File: src/rtl/DisplayPkg.sv
// Shared display/game types: tetromino encodings, bag size, LFSR seed.
// Also holds the bag-aware piece picker used by the preview queue.
package DisplayPkg;

    localparam int          NUM_TETROMINOS    = 7;
    localparam logic [15:0] DEFAULT_LFSR_SEED = 16'hACE1;

    typedef enum logic [2:0] {
        TILE_I = 3'd0,
        TILE_O = 3'd1,
        TILE_T = 3'd2,
        TILE_S = 3'd3,
        TILE_Z = 3'd4,
        TILE_J = 3'd5,
        TILE_L = 3'd6,
        BLANK  = 3'd7
    } tile_type_t;

    typedef enum logic [1:0] {
        ST_IDLE = 2'd0,
        ST_FILL = 2'd1,
        ST_RUN  = 2'd2
    } npq_state_t;

    // First type not yet used in this bag, searching upward from the
    // random index with wrap-around; 7 folds onto 0.
    function automatic logic [2:0] pick_piece(
        input logic [2:0] seed_idx,
        input logic [6:0] used
    );
        logic [2:0] start;
        logic [3:0] j;
        logic       found;
        start      = (seed_idx == 3'd7) ? 3'd0 : seed_idx;
        pick_piece = start;
        found      = 1'b0;
        for (int k = 0; k < NUM_TETROMINOS; k++) begin
            j = {1'b0, start} + 4'(k);
            if (j >= 4'd7) begin
                j = j - 4'd7;
            end
            if (!found && !used[j[2:0]]) begin
                pick_piece = j[2:0];
                found      = 1'b1;
            end
        end
    endfunction

endpackage

File: src/rtl/lfsr16.sv
// 16-bit Fibonacci LFSR, taps 16/14/13/11, free-running every cycle.
// reload restores the seed on the next edge instead of shifting.
module lfsr16
    import DisplayPkg::*;
#(
    parameter logic [15:0] SEED = DEFAULT_LFSR_SEED
) (
    input  logic        clk,
    input  logic        rst_l,
    input  logic        reload,
    output logic [15:0] value
);

    logic [15:0] r_lfsr;
    logic        w_fb;

    assign w_fb = r_lfsr[15] ^ r_lfsr[13] ^ r_lfsr[12] ^ r_lfsr[10];

    always_ff @(posedge clk or negedge rst_l) begin
        if (!rst_l) begin
            r_lfsr <= SEED;
        end else if (reload) begin
            r_lfsr <= SEED;
        end else begin
            r_lfsr <= {r_lfsr[14:0], w_fb};
        end
    end

    assign value = r_lfsr;

endmodule

File: src/rtl/next_piece_queue.sv
// 7-bag next-piece generator with a shift-down preview queue,
// pending fetch when empty, and hold-swap injection of the falling piece.
module next_piece_queue
    import DisplayPkg::*;
#(
    parameter int          PREVIEW_DEPTH = 5,
    parameter logic [15:0] LFSR_SEED     = DEFAULT_LFSR_SEED
) (
    input  logic                                 clk,
    input  logic                                 rst_l,
    input  logic                                 game_start,
    input  logic                                 fetch,
    input  logic                                 swap_in,
    input  tile_type_t                           swap_type,
    output tile_type_t                           falling_type,
    output logic                                 new_tetromino,
    output tile_type_t [PREVIEW_DEPTH-1:0]       preview,
    output logic [$clog2(PREVIEW_DEPTH+1)-1:0]   queue_count
);

    localparam int            CW   = $clog2(PREVIEW_DEPTH + 1);
    localparam logic [CW-1:0] FULL = CW'(PREVIEW_DEPTH);

    npq_state_t                      r_state;
    npq_state_t                      w_state_nxt;
    tile_type_t [PREVIEW_DEPTH-1:0]  r_queue;
    tile_type_t [PREVIEW_DEPTH-1:0]  w_queue_nxt;
    logic [CW-1:0]                   r_count;
    logic [CW-1:0]                   w_count_nxt;
    logic [6:0]                      r_mask;
    logic [6:0]                      w_mask_nxt;
    logic                            r_pending;
    logic                            w_pending_nxt;
    tile_type_t                      r_falling;
    tile_type_t                      w_falling_nxt;
    logic                            r_new;
    logic                            w_new_nxt;

    logic [15:0]   w_lfsr;
    logic          w_unused;
    logic          w_active;
    logic          w_swap;
    logic          w_fetch;
    logic          w_pop;
    logic          w_gen;
    logic [2:0]    w_pick;
    logic [6:0]    w_mask_set;
    logic [CW-1:0] w_push_idx;

    lfsr16 #(
        .SEED   (LFSR_SEED)
    ) u_lfsr (
        .clk    (clk),
        .rst_l  (rst_l),
        .reload (game_start),
        .value  (w_lfsr)
    );

    assign w_unused = ^w_lfsr[15:3];

    // game_start preempts everything, so nothing else acts in its cycle.
    assign w_active   = (r_state != ST_IDLE) && !game_start;
    assign w_swap     = w_active && swap_in;
    assign w_fetch    = w_active && fetch && !swap_in;
    assign w_pop      = w_active && !swap_in
                        && (fetch || r_pending)
                        && (r_count != '0);
    assign w_gen      = w_active && (r_count < FULL);
    assign w_pick     = pick_piece(w_lfsr[2:0], r_mask);
    assign w_mask_set = r_mask | (7'd1 << w_pick);
    assign w_push_idx = r_count - CW'(w_pop);

    always_comb begin
        w_queue_nxt   = r_queue;
        w_count_nxt   = r_count;
        w_mask_nxt    = r_mask;
        w_pending_nxt = r_pending;
        w_falling_nxt = r_falling;
        w_new_nxt     = 1'b0;
        if (game_start) begin
            for (int i = 0; i < PREVIEW_DEPTH; i++) begin
                w_queue_nxt[i] = BLANK;
            end
            w_count_nxt   = '0;
            w_mask_nxt    = '0;
            w_pending_nxt = 1'b0;
            w_falling_nxt = BLANK;
        end else if (w_active) begin
            if (w_swap) begin
                w_falling_nxt = swap_type;
                w_new_nxt     = 1'b1;
            end else if (w_pop) begin
                w_falling_nxt = r_queue[0];
                w_new_nxt     = 1'b1;
                w_pending_nxt = 1'b0;
            end else if (w_fetch) begin
                w_pending_nxt = 1'b1;
            end
            if (w_pop) begin
                for (int i = 0; i < PREVIEW_DEPTH - 1; i++) begin
                    w_queue_nxt[i] = r_queue[i+1];
                end
                w_queue_nxt[PREVIEW_DEPTH-1] = BLANK;
            end
            if (w_gen) begin
                for (int i = 0; i < PREVIEW_DEPTH; i++) begin
                    if (w_push_idx == CW'(i)) begin
                        w_queue_nxt[i] = tile_type_t'(w_pick);
                    end
                end
                // A full bag restarts instead of latching all seven bits.
                w_mask_nxt = (w_mask_set == 7'h7F) ? 7'h00 : w_mask_set;
            end
            w_count_nxt = r_count - CW'(w_pop) + CW'(w_gen);
        end
    end

    always_comb begin
        w_state_nxt = r_state;
        if (game_start) begin
            w_state_nxt = ST_FILL;
        end else begin
            case (r_state)
                ST_IDLE: w_state_nxt = ST_IDLE;
                ST_FILL,
                ST_RUN:  w_state_nxt = (w_count_nxt == FULL) ? ST_RUN
                                                             : ST_FILL;
                default: w_state_nxt = ST_IDLE;
            endcase
        end
    end

    always_ff @(posedge clk or negedge rst_l) begin
        if (!rst_l) begin
            r_state   <= ST_IDLE;
            for (int i = 0; i < PREVIEW_DEPTH; i++) begin
                r_queue[i] <= BLANK;
            end
            r_count   <= '0;
            r_mask    <= '0;
            r_pending <= 1'b0;
            r_falling <= BLANK;
            r_new     <= 1'b0;
        end else begin
            r_state   <= w_state_nxt;
            r_queue   <= w_queue_nxt;
            r_count   <= w_count_nxt;
            r_mask    <= w_mask_nxt;
            r_pending <= w_pending_nxt;
            r_falling <= w_falling_nxt;
            r_new     <= w_new_nxt;
        end
    end

    assign falling_type  = r_falling;
    assign new_tetromino = r_new;
    assign preview       = r_queue;
    assign queue_count   = r_count;

endmodule

File: config.mk
export PLATFORM = sky130hd
export DESIGN_NAME = next_piece_queue
export DESIGN_NICKNAME = d
export VERILOG_FILES = /design/src/rtl/DisplayPkg.sv /design/src/rtl/lfsr16.sv /design/src/rtl/next_piece_queue.sv
export SDC_FILE = /design/constraint.sdc
export NUM_CORES = 1
export LEC_CHECK = 0
export CAP_MARGIN = 20
export CORE_MARGIN = 2
export CORE_UTILIZATION = 55
export CTS_CLUSTER_DIAMETER = 30
export DETAILED_ROUTE_END_ITERATION = 6
export PLACE_DENSITY = 0.75
export SLEW_MARGIN = 20
export SYNTH_ARGS = -nofsm -noshare
export SYNTH_HDL_FRONTEND = slang
export SYNTH_SLANG_ARGS = --single-unit
File: constraint.sdc
create_clock -name clk -period 15 [get_ports clk]
set_clock_uncertainty 0.15 [all_clocks]
set_input_delay 3 -clock clk [delete_from_list [all_inputs] [get_ports clk]]
set_output_delay 3 -clock clk [all_outputs]
set_load 0.02 [all_outputs]
==> results.ini, run 1 <==
[timing]
worst_pin_slew_ps = 757.4
max-slew-margin-rel_pct = 49.04
hold_viol_final = 0
fin_crit_ps = 6338
setup-tns-final_ps = 0
holdWs_ps = 297.0
fmax_mhz = 157.8
setup_viol = 0
finalMaxSlewViolations = 0
period_share_pct = 42.25
grt_setup_unrepaired = no

[synth]
synth_cells = 457
synth_edf_count = 0
async_flop_share_pct = 100.0
ys_seq_area_share_pct = 30.74
ys_ff_latch = 48
synth_fp_nets = 477
synth.avg_cell_area_sq_um = 8.783
synth_flop_cell = dfstp_2
syn-cell-area_sq_um = 4014
ys_warn_count = 0
synthDistinctLibCells = 82

[die]
die_x_microns = 89.43
dieArea_sq_um = 7997
die_h_microns = 89.43
pin_count = 30
row_count = 31
start_util_pct = 55.94
core_area_sq_um = 7176

[clock_tree]
h-tree-depth = 2
cts_tree = done
clock_sinks = 48
clockRootBuffer = clkbuf_8
path_clk_slew_ps = 90
post-cts-setup-buffer-count = 0
ctsHoldBuffers = 0
post_cts_resized = 0
cts_buffers = 5
cts.path.max_buffers = 2
worst_skew_pair.late_latency_ps = 310

[global_route]
grt_pass1_vias = 3146
grt_max_degree = 49
antenna_found_initial = 0
track_usage_pct = 25.58
grt_pass1_wl_microns = 15880
grt_overflow = 0

[power_and_ir_drop]
powerDensity_nw_per_um2 = 162.1
p_int_mw = 0.3941
p_leak_nw = 1.764
max-vdd-ir-drop_uv = 106.5
switching_share_pct = 45.35
switching_power_mw = 0.3271
power_frac_seq_pct = 28.4
power_frac_clock_pct = 15.6
pwr-share-comb_pct = 56.0

[place]
dp_hpwl_microns = 6831
port-buffer-count = 29
place_congestion = 0.9182

[route]
drc_errors = 0
antenna_left = 0
via_count = 3439
drt_iter0_markers = 332
viasPerCell = 6.065
routed_wl_microns = 9752
first_pass_iters = 5
wire_per_inst_microns = 17.20

[cells_and_area]
regArea_sq_um = 1234
multi_input_area_sq_um = 2572
layout_commonest_cell = nand2_1
antenna_cells = 0
fillerInstances = 611
layout.nets = 487
area_growth_pct = 10.85
final_cell_mix = nand2_1, mux2i_1, o21ai_0, nor2_1, clkdlybuf4s50_1
drive_gt1_share_pct = 17.95

[worst_setup_path]
cp_num_buf_inv = 1
crit_top_cell = ha_1
arrival_ps = 6350
crit_path_max_incr_delay_ps = 810
cp_slowest_cell = dfstp_2
critPathKind = flop to flop
path_cells = ha_1, nand2b_1, inv_2, ha_1, ha_1, nor2_1, xnor2_1, mux2i_1, o221ai_1, nor3b_1, nand3_1, nand3b_1, o22a_2, o31ai_1, a211oi_4, o41ai_4, a21oi_1
cp.required_ps = 15010
endpoint_kind = flop
crit_fanout = 26
startpoint_type = flop
cp_top_family = compound AO/OA/AOI/OAI gates

[worst_hold_path]
hold_class = flop to flop

[job]
drv_cap = 0

[outcome]
status = completed

## through the flow
step                utilization (%)  power, mW  instances  instance area [sq um]  worst slack, ps
floorplan                         -     0.5057        457                   4014             9517
global placement              60.05     0.5946        559                   4309             8612
detailed placement            60.05     0.6000        559                   4309             8395
CTS                           61.97     0.7179        567                   4447             8712
global route                  62.01     0.7721        567                   4449             8209
finish                        62.01     0.7212        567                   4449             8662
## synthesized netlist by cell type, types with 3 or more instances
cell type / instances / area share [%]
nand2_1: 42 / 3.9
mux2i_1: 32 / 8.0
nor2_1: 31 / 2.9
o21ai_0: 31 / 3.9
dfstp_2: 26 / 17
a21oi_1: 24 / 3.0
dfrtp_1: 22 / 14
inv_1: 21 / 2.0
clkbuf_1: 16 / 1.5
nand3_1: 14 / 1.7
nor2b_1: 14 / 2.2
and2_1: 12 / 1.9
ha_1: 11 / 3.4
mux2_2: 11 / 3.1
nand2b_1: 10 / 1.6
nor3_1: 9 / 1.1
a31oi_1: 8 / 1.2
o22ai_1: 7 / 1.1
or2_2: 7 / 1.1
a211oi_1: 6 / 1.1
xnor2_1: 6 / 1.3
buf_2: 5 / 0.62
nor4_1: 5 / 0.78
nor3b_1: 4 / 0.75
xor2_1: 4 / 0.87
a21o_1: 3 / 0.56
buf_1: 3 / 0.28
nand4_1: 3 / 0.47
o221ai_1: 3 / 0.65
## worst paths after layout
path	startpoint	to	slack [ps]	depth (start not counted)
worst max register to register	u_lfsr.value[0]$_DFF_PN1_	r_mask[6]$_DFFE_PN0P_	8660	17
max in group asynchronous	rst_l	r_mask[0]$_DFFE_PN0P_	11770	1
worst min register to register	u_lfsr.value[9]$_DFF_PN0_	u_lfsr.value[10]$_DFF_PN1_	300	1
worst max-delay path	u_lfsr.value[0]$_DFF_PN1_	r_mask[6]$_DFFE_PN0P_	8660	17
worst min-delay path	u_lfsr.value[9]$_DFF_PN0_	u_lfsr.value[10]$_DFF_PN1_	300	1
min in group asynchronous	rst_l	queue_count[1]$_DFF_PN0_	2540	1
## layout make-up
| class | instances | share of cell area, % |
|---|---|---|
| Clock buffer | 5 | 1.547 |
| Multi-Input combinational cell | 359 | 57.82 |
| Inverter | 23 | 1.940 |
| Timing Repair Buffer | 30 | 6.637 |
| Tap cell | 99 | 2.784 |
| Sequential cell | 48 | 27.73 |
| Clock inverter | 3 | 1.547 |
## logic make-up (layout without fill, tap and decap cells)
group | count (synthesis) | after routing | share of synthesized area (%)
compound gates | 122 | 122 | 22.66
xor+xnor | 11 | 11 | 2.587
fa+ha+maj | 12 | 12 | 3.928
buf+inv | 50 | 61 | 5.299
flops | 48 | 48 | 30.74
mux | 49 | 49 | 13.53
simple gates | 165 | 165 | 21.26
## routing by layer
metal	track usage [%]	vias to the layer above	share of wire [%]
met5	0	-	0
met4	8.277	0	1.9
met3	4.432	14	5.0
met2	37.24	88	45
met1	38.45	1669	48
li1	-	1668	-
## flip-flops by register name, indices dropped and copies added, names as in the netlist
signal / flops
new_tetromino: 1
queue_count: 3
u_lfsr.value: 16
r_mask: 7
r_pending: 1
r_state: 2
preview: 15
falling_type: 3
## power by group through the flow
stage	logic (mW)	clock network (mW)	registers, mW
after floorplan	0.313	0	0.193
after global placement	0.390	0	0.205
after detailed placement	0.394	0	0.206
after CTS	0.399	0.115	0.204
after global routing	0.443	0.121	0.209
final	0.404	0.113	0.205
No activity file was read; power rests on OpenSTA's default activity.
==> run 2: changes to the inputs <==
Clock period 15 ns to 6 ns, I/O delays scaled along.
==> results.ini, run 2 (synthesis results as in run 1) <==
[global_route]
grt_pass1_vias = 3208  ; +2.0%
antenna_found_initial = 0  ; unchanged
grt_pass1_wl_microns = 15900  ; +0.18%
track_usage_pct = 25.67  ; +0.091 points
grt_max_degree = 49  ; unchanged
grt_overflow = 0  ; unchanged

[timing]
grt_setup_unrepaired = no
max-slew-margin-rel_pct = 35.16  ; -14 points
fmax_mhz = 184.2  ; +17%
fin_crit_ps = 5430  ; -908.3 ps
fin_ws_ps = 570.4  ; -8092 ps
setup_viol = 0  ; unchanged
period_share_pct = 90.49  ; +48 points
setup-tns-final_ps = 0  ; unchanged
hold_viol_final = 0  ; unchanged
worst_pin_slew_ps = 963.7  ; +206.4 ps
finalMaxSlewViolations = 0  ; unchanged

[cells_and_area]
layout_commonest_cell = nand2_1
largest_reg_flops = 16  ; unchanged
area_growth_pct = 11.91
final_cell_mix = nand2_1, mux2i_1, o21ai_0, nor2_1, clkdlybuf4s50_1
multi_input_area_sq_um = 2572  ; unchanged
drive_gt1_share_pct = 18.99  ; +1.0 points
antenna_cells = 0  ; unchanged
layout.nets = 493  ; +1.2%
fillerInstances = 620  ; +1.5%
regArea_sq_um = 1234  ; unchanged

[route]
viasPerCell = 6.084  ; +0.31%
routed_wl_microns = 9885  ; +1.4%
wire_per_inst_microns = 17.25  ; +0.30%
drc_errors = 0  ; unchanged
drt_iter0_markers = 280  ; -16%
antenna_left = 0  ; unchanged
via_count = 3486  ; +1.4%
first_pass_iters = 5  ; unchanged

[worst_setup_path]
endpoint_kind = flop
reg2reg_from = u_lfsr.value[0]$_DFF_PN1_
cp.required_ps = 6020  ; -8990 ps
startpoint_type = flop
arrival_ps = 5440  ; -910 ps
crit_start = u_lfsr.value[0]$_DFF_PN1_
reg2reg_depth = 17  ; unchanged
reg2reg_slack_ps = 570  ; -8090 ps
crit_fanout = 17  ; -35%
timing.rr.end = r_mask[2]$_DFFE_PN0P_
critPathKind = flop to flop

[job]
drv_cap = 0  ; unchanged

[outcome]
status = completed

[clock_tree]
clockRootBuffer = clkbuf_8
worst_skew_pair.late_latency_ps = 300  ; about the same
cts_tree = done
h-tree-depth = 2  ; unchanged
cts.path.max_buffers = 2  ; unchanged
post-cts-setup-buffer-count = 0  ; unchanged
clock_sinks = 48  ; unchanged
post_cts_resized = 0  ; unchanged
ctsHoldBuffers = 0  ; unchanged
cts_buffers = 5  ; unchanged
path_clk_slew_ps = 90  ; about the same

[die]
row_count = 31  ; unchanged
die_h_microns = 89.43  ; unchanged
pin_count = 30  ; unchanged
dieArea_sq_um = 7997  ; unchanged
die_x_microns = 89.43  ; unchanged
start_util_pct = 55.94  ; unchanged
core_area_sq_um = 7176  ; unchanged

[place]
dp_hpwl_microns = 7162  ; +4.8%
place_congestion = 0.9086  ; -1.0%
place_ws_ps = 656.3  ; -7738 ps
port-buffer-count = 29  ; unchanged

[power_and_ir_drop]
max-vdd-ir-drop_uv = 222.4  ; +110%
p_leak_nw = 1.792  ; +1.6%
finalPower_mw = 1.808  ; +150%
powerDensity_nw_per_um2 = 402.4  ; +150%

[worst_hold_path]
hold_path_end = u_lfsr.value[15]$_DFF_PN1_
hp-start = u_lfsr.value[14]$_DFF_PN0_
hold_class = flop to flop
whs_path_depth = 1  ; unchanged

run 2: through the flow:
step	hold slack (ps)	util, %	area [sq um]	cells
after detailed placement	273.4	60.68	4354	565
after global routing	309.7	62.60	4492	573
after global placement	268.0	60.68	4354	565
after floorplan	260.2	-	4014	457
after CTS	300.0	62.60	4492	573
final	294.5	62.60	4492	573
run 2: power by group:
group	switching (mW)	internal [mW]	leakage [nW]
Clock	0.112	0.168	0.0687
Sequential	0.103	0.400	0.561
Combinational	0.603	0.421	1.16
Total	0.819	0.989	1.79
run 2: how the worst max path moves through the flow:
stage / to / slack, ps / cells after the start
6_report: r_mask[2]$_DFFE_PN0P_ / 570 / 17
2_1_floorplan: r_mask[0]$_DFFE_PN0P_ / 1060 / 19
3_5_place_dp: r_mask[2]$_DFFE_PN0P_ / 660 / 17
5_1_grt: r_mask[2]$_DFFE_PN0P_ / 160 / 17
3_3_place_gp: r_mask[3]$_DFFE_PN0P_ / 840 / 17
4_1_cts: r_mask[2]$_DFFE_PN0P_ / 620 / 17
run 2: metal layers:
layer  global-route usage (%)  up-vias  share of wire, %
li1                         -     1686                 -
met1                    36.70     1690                46
met2                    40.54       96                48
met3                    3.878       14               4.6
met4                    7.191        0               1.6
met5                        0        -                 0
run 2: area by class of cell:
class                           instances  share of cell area, %
Sequential cell                        48                  27.47
Timing Repair Buffer                   36                  7.521
Inverter                               23                  1.922
Clock buffer                            5                  1.532
Multi-Input combinational cell        359                  57.27
Tap cell                               99                  2.758
Clock inverter                          3                  1.532
run 2: critical path: stages (launching register included):
cell	delay [ps]
dfstp_2	540
ha_1	350
nand2b_1	200
inv_2	100
ha_1	250
ha_1	200
nor2_1	370
mux2i_2	380
mux2i_1	240
o22ai_1	140
nand3b_1	280
a2111oi_2	470
o22ai_1	160
o22a_2	360
o31ai_1	410
a211oi_4	180
o41ai_4	400
a21oi_1	110
